## src/rtl/ppu_pkg.sv

```systemverilog
// Shared PPU definitions: CPU register indices, VRAM port FSM states and
// the palette window base address used by the optional direct palette read.
package ppu_pkg;

  // CPU register indices, relative to $2000
  localparam logic [2:0] PPU_REG_STATUS = 3'd2;
  localparam logic [2:0] PPU_REG_SCROLL = 3'd5;
  localparam logic [2:0] PPU_REG_ADDR   = 3'd6;
  localparam logic [2:0] PPU_REG_DATA   = 3'd7;

  // Start of the palette window ($3F00-$3FFF)
  localparam logic [13:0] PPU_PALETTE_BASE = 14'h3F00;

  // VRAM transaction state
  typedef enum logic [1:0] {
    ST_IDLE    = 2'd0,
    ST_WR_WAIT = 2'd1,
    ST_RD_WAIT = 2'd2
  } vram_state_e;

  // True when a (zero-extended) VRAM address falls in the palette window
  function automatic logic is_palette_addr(input logic [15:0] addr);
    return addr[15:8] == {2'b00, PPU_PALETTE_BASE[13:8]};
  endfunction

endpackage

```

## src/rtl/ppu_vaddr_counter.sv

```systemverilog
// PPUADDR pointer: loaded a byte at a time from $2006 writes and advanced by
// 1 or INC_BIG after every accepted $2007 access. Wraps modulo 2^ADDR_W.
// Supports 9 <= ADDR_W <= 16.
module ppu_vaddr_counter #(
  parameter int ADDR_W  = 14,
  parameter int INC_BIG = 32
) (
  input  logic              clk,
  input  logic              rst_n,
  input  logic              load_hi,
  input  logic              load_lo,
  input  logic [7:0]        data,
  input  logic              inc,
  input  logic              inc_big,
  output logic [ADDR_W-1:0] vaddr
);

  logic [ADDR_W-1:0] r_vaddr;
  logic [ADDR_W-1:0] w_step;

  assign w_step = inc_big ? ADDR_W'(INC_BIG) : ADDR_W'(1);
  assign vaddr  = r_vaddr;

  // Pointer register: byte loads from $2006, wrapping increment from $2007
  always_ff @(posedge clk or negedge rst_n) begin
    if (!rst_n) begin
      r_vaddr <= '0;
    end else if (load_hi) begin
      r_vaddr[ADDR_W-1:8] <= data[ADDR_W-9:0];
    end else if (load_lo) begin
      r_vaddr[7:0] <= data;
    end else if (inc) begin
      r_vaddr <= r_vaddr + w_step;
    end
  end

endmodule

```

## src/rtl/ppu_vram_port.sv

```systemverilog
// CPU-facing PPU register port: $2005 scroll, $2006 address, $2007 data and
// the $2002 read side effect. Drives buffered VRAM reads/writes to the PPU
// memory arbiter over a req/ack handshake.
//
// Handshake: vram_req rises the cycle after an accepted $2007 strobe and is
// held (with vram_addr/vram_we/vram_wdata stable) until the arbiter pulses
// vram_ack for one cycle; vram_rdata is valid in the ack cycle. The FSM
// returns to IDLE on the ack edge, so req is low for at least one cycle
// between transactions.
//
// Optional feature macro: PPU_PALETTE_DIRECT_READ_EN -- reads inside the
// palette window return vram_rdata on ack instead of the delayed buffer.
module ppu_vram_port
  import ppu_pkg::*;
#(
  parameter int ADDR_W  = 14,
  parameter int INC_BIG = 32
) (
  input  logic              clk,
  input  logic              rst_n,
  input  logic [2:0]        cpu_sel,
  input  logic              cpu_wr,
  input  logic              cpu_rd,
  input  logic [7:0]        cpu_wdata,
  output logic [7:0]        cpu_rdata,
  output logic              cpu_busy,
  output logic              cpu_overrun,
  input  logic [7:0]        ppu_ctrl1,
  output logic [15:0]       cpu_scroll_addr,
  output logic              vram_req,
  output logic              vram_we,
  output logic [ADDR_W-1:0] vram_addr,
  output logic [7:0]        vram_wdata,
  input  logic [7:0]        vram_rdata,
  input  logic              vram_ack,
  output logic [1:0]        dbg_state,
  output logic [ADDR_W-1:0] dbg_vaddr
);

  vram_state_e       r_state;
  vram_state_e       w_state_nxt;
  logic              w_busy;

  logic              r_toggle;
  logic              r_overrun;
  logic [15:0]       r_scroll;
  logic              r_vram_we;
  logic [ADDR_W-1:0] r_vram_addr;
  logic [7:0]        r_vram_wdata;
  logic [7:0]        r_read_buf;
  logic [7:0]        r_cpu_rdata;

  logic              w_wr;
  logic              w_rd;
  logic              w_data_acc;
  logic              w_accept;
  logic              w_drop;
  logic              w_scroll_wr;
  logic              w_addr_wr;
  logic              w_status_rd;
  logic              w_rd_done;
  logic [ADDR_W-1:0] w_vaddr;
  logic              w_unused_ctrl;

  // A simultaneous read strobe is ignored when a write is present
  assign w_wr        = cpu_wr;
  assign w_rd        = cpu_rd & ~cpu_wr;
  assign w_data_acc  = (cpu_sel == PPU_REG_DATA) & (w_wr | w_rd);
  assign w_accept    = w_data_acc & ~w_busy;
  assign w_drop      = w_data_acc & w_busy;
  assign w_scroll_wr = w_wr & (cpu_sel == PPU_REG_SCROLL);
  assign w_addr_wr   = w_wr & (cpu_sel == PPU_REG_ADDR);
  assign w_status_rd = w_rd & (cpu_sel == PPU_REG_STATUS);
  assign w_rd_done   = (r_state == ST_RD_WAIT) & vram_ack;

  assign w_unused_ctrl = ^{ppu_ctrl1[7:3], ppu_ctrl1[1:0]};

  ppu_vaddr_counter #(
    .ADDR_W  (ADDR_W),
    .INC_BIG (INC_BIG)
  ) u_vaddr (
    .clk     (clk),
    .rst_n   (rst_n),
    .load_hi (w_addr_wr & ~r_toggle),
    .load_lo (w_addr_wr &  r_toggle),
    .data    (cpu_wdata),
    .inc     (w_accept),
    .inc_big (ppu_ctrl1[2]),
    .vaddr   (w_vaddr)
  );

  // FSM state register
  always_ff @(posedge clk or negedge rst_n) begin
    if (!rst_n) begin
      r_state <= ST_IDLE;
    end else begin
      r_state <= w_state_nxt;
    end
  end

  // FSM next state and busy/request decode; ack outside a WAIT state is ignored
  always_comb begin
    w_state_nxt = r_state;
    w_busy      = 1'b0;
    case (r_state)
      ST_IDLE: begin
        if (w_accept) begin
          w_state_nxt = w_wr ? ST_WR_WAIT : ST_RD_WAIT;
        end
      end
      ST_WR_WAIT, ST_RD_WAIT: begin
        w_busy = 1'b1;
        if (vram_ack) begin
          w_state_nxt = ST_IDLE;
        end
      end
      default: begin
        w_state_nxt = ST_IDLE;
      end
    endcase
  end

  // Shared $2005/$2006 write toggle; a $2002 read resets it
  always_ff @(posedge clk or negedge rst_n) begin
    if (!rst_n) begin
      r_toggle <= 1'b0;
    end else if (w_scroll_wr | w_addr_wr) begin
      r_toggle <= ~r_toggle;
    end else if (w_status_rd) begin
      r_toggle <= 1'b0;
    end
  end

  // Sticky overrun flag: set by a dropped $2007 access, cleared by $2002 read
  always_ff @(posedge clk or negedge rst_n) begin
    if (!rst_n) begin
      r_overrun <= 1'b0;
    end else if (w_drop) begin
      r_overrun <= 1'b1;
    end else if (w_status_rd) begin
      r_overrun <= 1'b0;
    end
  end

  // Scroll word: first $2005 write is X (low byte), second is Y (high byte)
  always_ff @(posedge clk or negedge rst_n) begin
    if (!rst_n) begin
      r_scroll <= '0;
    end else if (w_scroll_wr) begin
      if (r_toggle) begin
        r_scroll[15:8] <= cpu_wdata;
      end else begin
        r_scroll[7:0] <= cpu_wdata;
      end
    end
  end

  // Transaction latch: held stable for the whole time vram_req is high
  always_ff @(posedge clk or negedge rst_n) begin
    if (!rst_n) begin
      r_vram_we    <= 1'b0;
      r_vram_addr  <= '0;
      r_vram_wdata <= '0;
    end else if (w_accept) begin
      r_vram_we   <= w_wr;
      r_vram_addr <= w_vaddr;
      if (w_wr) begin
        r_vram_wdata <= cpu_wdata;
      end
    end
  end

  // One-deep read buffer, refilled by every completed VRAM read
  always_ff @(posedge clk or negedge rst_n) begin
    if (!rst_n) begin
      r_read_buf <= '0;
    end else if (w_rd_done) begin
      r_read_buf <= vram_rdata;
    end
  end

`ifdef PPU_PALETTE_DIRECT_READ_EN
  logic r_pal_rd;
  logic w_pal_hit;

  assign w_pal_hit = is_palette_addr(16'(w_vaddr));

  // Remember that the outstanding read targets the palette window
  always_ff @(posedge clk or negedge rst_n) begin
    if (!rst_n) begin
      r_pal_rd <= 1'b0;
    end else if (w_accept) begin
      r_pal_rd <= w_rd & w_pal_hit;
    end
  end

  // CPU read data: buffered value on the strobe, or palette data on the ack
  always_ff @(posedge clk or negedge rst_n) begin
    if (!rst_n) begin
      r_cpu_rdata <= '0;
    end else if (w_accept & w_rd & ~w_pal_hit) begin
      r_cpu_rdata <= r_read_buf;
    end else if (w_rd_done & r_pal_rd) begin
      r_cpu_rdata <= vram_rdata;
    end
  end
`else
  // CPU read data: previous buffered value, returned on the accepted strobe
  always_ff @(posedge clk or negedge rst_n) begin
    if (!rst_n) begin
      r_cpu_rdata <= '0;
    end else if (w_accept & w_rd) begin
      r_cpu_rdata <= r_read_buf;
    end
  end
`endif

  assign cpu_rdata       = r_cpu_rdata;
  assign cpu_busy        = w_busy;
  assign cpu_overrun     = r_overrun;
  assign cpu_scroll_addr = r_scroll;
  assign vram_req        = w_busy;
  assign vram_we         = r_vram_we;
  assign vram_addr       = r_vram_addr;
  assign vram_wdata      = r_vram_wdata;
  assign dbg_state       = r_state;
  assign dbg_vaddr       = w_vaddr;

endmodule

```

## config.mk

```make
export PLATFORM = sky130hd
export DESIGN_NAME = ppu_vram_port
export DESIGN_NICKNAME = d
export VERILOG_FILES = /design/src/rtl/ppu_pkg.sv /design/src/rtl/ppu_vaddr_counter.sv /design/src/rtl/ppu_vram_port.sv
export SDC_FILE = /design/constraint.sdc
export NUM_CORES = 1
export LEC_CHECK = 0
export BUFFER_PORTS_ARGS = -buffer_cell sky130_fd_sc_hd__buf_2
export CAP_MARGIN = 20
export CORE_MARGIN = 2
export CORE_UTILIZATION = 51
export DETAILED_ROUTE_END_ITERATION = 8
export GPL_TIMING_DRIVEN = 0
export HOLD_SLACK_MARGIN = 0.02
export PLACE_DENSITY = 0.79
export SLEW_MARGIN = 20
export SYNTH_ARGS = -nofsm -noshare
export SYNTH_HDL_FRONTEND = slang
export SYNTH_HIERARCHICAL = 1
export SYNTH_SLANG_ARGS = --single-unit
```

## constraint.sdc

```tcl
create_clock -name clk -period 3.2 [get_ports clk]
set_input_delay 0.64 -clock clk [delete_from_list [all_inputs] [get_ports clk]]
set_output_delay 0.64 -clock clk [all_outputs]
set_load 0.005 [all_outputs]
```

==> results of run 1 <==
==> layer usage <==
metal / share of wire [%] / global-route usage [%] / wire length (µm) / up-vias
met5: 0 / 0 / 0 / -
met4: 1.6 / 8.21 / 116 / 0
met3: 7.2 / 5.90 / 534 / 9
met2: 47 / 32.5 / 3510 / 104
met1: 44 / 28.6 / 3250 / 1212
li1: - / - / - / 1130
==> cells in the final DEF (no fill, tap or decap), drive strengths merged, types with 2 or more instances in the layout <==
cell | Yosys | routed
inv | 9 | 9
bufinv | 0 | 3
o21ai | 13 | 13
nand2 | 12 | 12
nor2 | 14 | 14
buf | 5 | 94
and3 | 2 | 2
a21oi | 10 | 10
ha | 5 | 5
o31ai | 2 | 2
nor3 | 4 | 4
or3 | 5 | 5
dfrtp | 73 | 73
nor3b | 2 | 2
and4 | 2 | 2
xor2 | 2 | 2
mux2 | 54 | 54
mux2i | 3 | 3
nand3 | 3 | 3
clkbuf | 3 | 15
a31oi | 9 | 9
nand4 | 2 | 2
or4 | 3 | 3
nand2b | 2 | 2
==> synth_stat cells (all sizes together) <==
library cell,instances
o22a,1
inv,9
a22oi,1
mux2i,3
a21oi,10
nand3b,1
or3,5
dfrtp,73
o211ai,1
nor2b,1
a31oi,9
nor2,14
and2b,1
nand2b,2
and3,2
or4,3
mux2,54
and4,2
and2,1
nor3,4
nand4,2
nand3,3
nand4bb,1
a2bb2oi,1
clkbuf,3
a41oi,1
nand2,12
xor2,2
o22ai,1
ha,5
and4b,1
or2,1
nor3b,2
nand4b,1
o31ai,2
o311ai,1
buf,5
o21ai,13
o21ba,1
==> logic make-up after synthesis <==
group                    synth area share [%]
flip-flops                               55.5
AND/OR/NAND/NOR                          11.0
multiplexers                             20.1
AO/OA/AOI/OAI                            8.14
buffers and inverters                    2.85
adder cells (fa/ha/maj)                  1.90
XOR/XNOR                                0.533
==> layout make-up <==
cell class | instances | area (µm²) | area share, %
Sequential cell | 73 | 1830 | 44.5
Multi-Input combinational cell | 165 | 1370 | 33.4
Timing Repair Buffer | 89 | 463 | 11.3
Clock buffer | 12 | 155 | 3.78
Clock inverter | 4 | 98.8 | 2.41
Tap cell | 77 | 96.3 | 2.35
Buffer | 8 | 60.1 | 1.46
Inverter | 9 | 33.8 | 0.823
==> worst paths after layout <==
kind | from | end | cells after the start
max in group asynchronous | rst_n | cpu_scroll_addr[4] | 2
min in group clk | r_read_buf[5] | cpu_rdata[5] | 1
min | rst_n | cpu_rdata[6] | 1
min reg2reg | r_read_buf[5] | cpu_rdata[5] | 1
max reg2reg | dbg_state[1] | u_vaddr/vaddr[13] | 8
max | dbg_state[1] | u_vaddr/vaddr[13] | 8
==> through the flow <==
step                cells  power, mW
floorplan             255       2.11
global placement      420       2.56
detailed placement    421       2.64
CTS                   437       3.54
global route          437       3.72
finish                437       3.51
==> registers in the layout, summed over array words and instances (netlist names) <==
register and flops:
vram_wdata 8, u_vaddr/vaddr 14, r_read_buf 8, cpu_overrun 1, vram_we 1, r_toggle 1
cpu_rdata 8, dbg_state 2, vram_addr 14, cpu_scroll_addr 16
==> where the power goes <==
| part | internal [mW] | switching, mW |
|---|---|---|
| combinational | 0.616 | 0.453 |
| sequential | 1.30 | 0.246 |
| clock | 0.562 | 0.333 |
| total | 2.48 | 1.03 |
==> flow_metrics.env, run 1 <==
export IMPL_synthTopCellsByArea="dfrtp_1, mux2_2, mux2_4"
export IMPL_endpoint_kind="flip-flop"
export IMPL_power_density_nw_per_um2=856
export IMPL_cts_resized=0
export IMPL_peakVddDrop_uv=457
export IMPL_grt_max_degree=42
export IMPL_slew_viol_final=0
export IMPL_root_buffer="clkbuf_8"
export IMPL_wirelength_mm=7.40
export IMPL_ys_warn_count=6
export IMPL_synthDistinctLibCells=49
export IMPL_synth_seq_cells=73
export IMPL_clock_path_buffers=2
export IMPL_path_clk_slew_ns=0.08
export IMPL_design_core_area_um2=6280
export IMPL_clock_latency_ns=0.34
export IMPL_grt_pass1_wl_mm=11.8
export IMPL_ys_seq_area_share_pct=55.5
export IMPL_holdBufCountCts=0
export IMPL_status="completed"
export IMPL_vias=2455
export IMPL_final_cell_area_um2=4100
export IMPL_dp_slack_ns=0.408
export IMPL_setup_violations=0
export IMPL_finClkSkew_ns=0.0109
export IMPL_route_detailed_drc=0
export IMPL_syn_to_final_growth_pct=24.7
export IMPL_final_layout_size_suffix_gt1_share_pct=47.5
export IMPL_die_height_um=84.3
export IMPL_tightest_slew_ns=0.702
export IMPL_vias_per_cell=5.62
export IMPL_placed_area_um2=3850
export IMPL_slew_headroom_pct=53.0
export IMPL_cts_tree="yes"
export IMPL_min_period_ns=2.77
export IMPL_start_util_pct=52.4
export IMPL_crit_chain="inv_1 > ha_1 > nor3_4 > buf_8 > and4b_1 > nand4_1 > or4_1 > a31oi_1"
export IMPL_cp_slowest_cell="nor3_4"
export IMPL_port_buffers=88
export IMPL_cts_buffers_inserted=9
export IMPL_drt_pass1_iterations=4
export IMPL_n_antenna_cell=0
export IMPL_fin_setup_tns_ns=0
export IMPL_arrival_ns=3.03
export IMPL_fmax_mhz=361
export IMPL_worstPathMaxFanout=13
export IMPL_cp_top_family="simple AND/OR/NAND/NOR gates"
export IMPL_h_tree_depth=3
export IMPL_rsz0062_at_grt="false"
export IMPL_syn_nets=292
export IMPL_avgSynthCellArea_um2=12.9
export IMPL_overflow=0
export IMPL_worst_slack_ns=0.430
export IMPL_reg2reg_slack_ns=0.43
export IMPL_row_count=29
export IMPL_gp_congestion=0.839
export IMPL_hpwl_mm=5.22
export IMPL_grt_pass1_vias=2322
export IMPL_post_cts_buffers=0
export IMPL_final_core_util_pct=65.4
export IMPL_syn_area_um2=3290
export IMPL_clkSinkCount=73
export IMPL_dieArea_um2=7110
export IMPL_netlist_area_leader_share_pct=55.5
export IMPL_drv_cap=0
export IMPL_max_stage_delay_ns=0.54
export IMPL_leakagePower_nw=1.92
export IMPL_critPathKind="flip-flop to flip-flop"
export IMPL_min_path_type="primary input to asynchronous set/reset pin"
export IMPL_antenna_found_initial=0
export IMPL_drt_iter0_markers=103
export IMPL_finalHoldViolCount=0
export IMPL_synth_top_area_cell="dfrtp_1"
export IMPL_io_pins=98
export IMPL_grt_total_usage_pct=21.1
export IMPL_die_w_um=84.3
export IMPL_critical_path_required_ns=3.46
export IMPL_final_nets=392
export IMPL_fillers=510
export IMPL_period_share_pct=86.6
export IMPL_drt_antenna_violating_nets=0
export IMPL_holdWs_ns=0.229
export IMPL_syn_inst=255
export IMPL_crit_buf_inv=2
export IMPL_routedWlPerCell_um=16.9
export IMPL_crit_path_start_kind="flip-flop"
No activity file was read; power rests on OpenSTA's default activity.
==> inputs of run 2 (changes only) <==
--- a/config.mk
+++ b/config.mk
@@ -7,8 +7,10 @@
 export LEC_CHECK = 0
 export BUFFER_PORTS_ARGS = -buffer_cell sky130_fd_sc_hd__buf_2
 export CAP_MARGIN = 20
+export CORE_ASPECT_RATIO = 1.25
 export CORE_MARGIN = 2
 export CORE_UTILIZATION = 51
+export CTS_CLUSTER_SIZE = 16
 export DETAILED_ROUTE_END_ITERATION = 8
 export GPL_TIMING_DRIVEN = 0
 export HOLD_SLACK_MARGIN = 0.02
==> run 2 against run 1 <==
Fmax decreased by 1.2%. Sequential share of layout area grew 0.12 points. Worst setup slack got worse by 0.034 ns. Non-clock buffer count unchanged. Clock power fell by 9.8%. First-iteration DRC count shrank 12%. Critical path depth stayed put. Sequential power hardly changed.
==> flow_metrics.env, run 2 (synthesis gave the netlist of run 1 again) <==
export IMPL_status="completed"
export IMPL_slew_viol_final=0
export IMPL_critical_path_required_ns=3.47
export IMPL_crit_chain="inv_1 > ha_1 > nor3_4 > buf_8 > and4b_1 > nand4_1 > or4_1 > a31oi_1"
export IMPL_post_cts_buffers=0
export IMPL_reg2reg_slack_ns=0.40
export IMPL_syn_to_final_growth_pct=24.4
export IMPL_die_w_um=75.8
export IMPL_drt_iter0_markers=91
export IMPL_wirelength_mm=7.22
export IMPL_arrival_ns=3.08
export IMPL_grt_pass1_vias=2446
export IMPL_port_buffers=88
export IMPL_endpoint_kind="flip-flop"
export IMPL_setup_violations=0
export IMPL_route_detailed_drc=0
export IMPL_holdWs_ns=0.147
export IMPL_final_common_cell="buf_2"
export IMPL_grt_pass1_wl_mm=11.5
export IMPL_root_buffer="clkbuf_8"
export IMPL_final_nets=392
export IMPL_cts_buffers_inserted=9
export IMPL_critPathKind="flip-flop to flip-flop"
export IMPL_cts_resized=0
export IMPL_vias=2466
export IMPL_regArea_um2=1830
export IMPL_cts_tree="yes"
export IMPL_design_core_area_um2=6210
export IMPL_period_share_pct=87.6
export IMPL_drt_pass1_iterations=4
export IMPL_worstPathMaxFanout=13
export IMPL_min_period_ns=2.80
export IMPL_drt_antenna_violating_nets=0
export IMPL_power_density_nw_per_um2=836
export IMPL_h_tree_depth=3
export IMPL_tightest_slew_ns=0.716
export IMPL_cp_top_family="simple AND/OR/NAND/NOR gates"
export IMPL_vias_per_cell=5.54
export IMPL_rsz0062_at_grt="false"
export IMPL_mostFrequentLayoutCells="buf_2, dfrtp_1, mux2_2, nor2_1"
export IMPL_gp_congestion=0.842
export IMPL_fmax_mhz=357
export IMPL_reg2reg_depth=8
export IMPL_routedWlPerCell_um=16.2
export IMPL_antenna_found_initial=0
export IMPL_overflow=0
export IMPL_n_antenna_cell=0
export IMPL_hpwl_mm=5.11
export IMPL_slew_headroom_pct=52.0
export IMPL_cp_depth=8
export IMPL_grt_max_degree=59
export IMPL_grt_total_usage_pct=21.7
export IMPL_fin_setup_tns_ns=0
export IMPL_peakVddDrop_uv=558
export IMPL_fillers=483
export IMPL_crit_buf_inv=2
export IMPL_finClkSkew_ns=0.00662
export IMPL_leakagePower_nw=1.91
export IMPL_final_layout_size_suffix_gt1_share_pct=47.8
export IMPL_cp_slowest_cell="nor3_4"
export IMPL_clock_latency_ns=0.35
export IMPL_max_stage_delay_ns=0.55
export IMPL_clock_path_buffers=2
export IMPL_path_clk_slew_ns=0.08
export IMPL_die_height_um=93.8
export IMPL_crit_path_start_kind="flip-flop"
export IMPL_min_path_type="primary input to asynchronous set/reset pin"
export IMPL_holdBufCountCts=0
export IMPL_largest_register_ffs=16
export IMPL_dieArea_um2=7110
export IMPL_finalHoldViolCount=0
export IMPL_drv_cap=0
export IMPL_row_count=32
export IMPL_io_pins=98
export IMPL_multi_input_area_um2=1370
export IMPL_clkSinkCount=73
export IMPL_start_util_pct=53.0
-- run 2: where the power goes --
group	switching [mW]	total, mW	internal [mW]
combinational	0.447	1.06	0.615
clock	0.362	0.808	0.447
sequential	0.251	1.55	1.30
total	1.06	3.42	2.36
-- run 2: area by class of cell --
class                   instances  area share, %
plain buffers                   8           1.47
clock buffers                   9           3.03
clock inverters                 7           2.48
inverters                       9          0.826
multi-input cells             165           33.5
flip-flops and latches         73           44.6
well taps                      85           2.60
repair buffers                 89           11.5
-- run 2: worst reg2reg max path, delay by kind of cell (launching register included) --
family          cells  cell delay [ns]
fa+ha+maj           1             0.40
flops               1             0.42
compound gates      1             0.16
simple gates        4             1.42
buf+inv             2             0.31
-- run 2: metal layers --
| metal | part of all wire (%) | track usage, % |
|---|---|---|
| met3 | 6.9 | 5.90 |
| met2 | 49 | 34.7 |
| met4 | 2.4 | 9.36 |
| met5 | 0 | 0 |
| met1 | 42 | 27.1 |
-- run 2: metrics by stage --
stage          cells  setup slack (ns)  area [µm²]  util, %  total power [mW]
3_5_place_dp     429             0.385        3870     62.3              2.64
2_1_floorplan    255             0.738        3290        -              2.11
3_3_place_gp     428             0.440        3840     61.8              2.57
4_1_cts          445             0.387        4090     65.9              3.45
5_1_grt          445             0.218        4090     65.9              3.65
6_report         445             0.396        4090     65.9              3.42
-- run 2: path summary, 6_finish.rpt --
check	from	endpoint
max reg2reg	dbg_state[1]	u_vaddr/vaddr[13]
min in group clk	cpu_scroll_addr[5]	cpu_scroll_addr[5]
min	rst_n	vram_addr[7]
min reg2reg	cpu_scroll_addr[5]	cpu_scroll_addr[5]
max in group asynchronous	rst_n	vram_wdata[5]
max	dbg_state[1]	u_vaddr/vaddr[13]
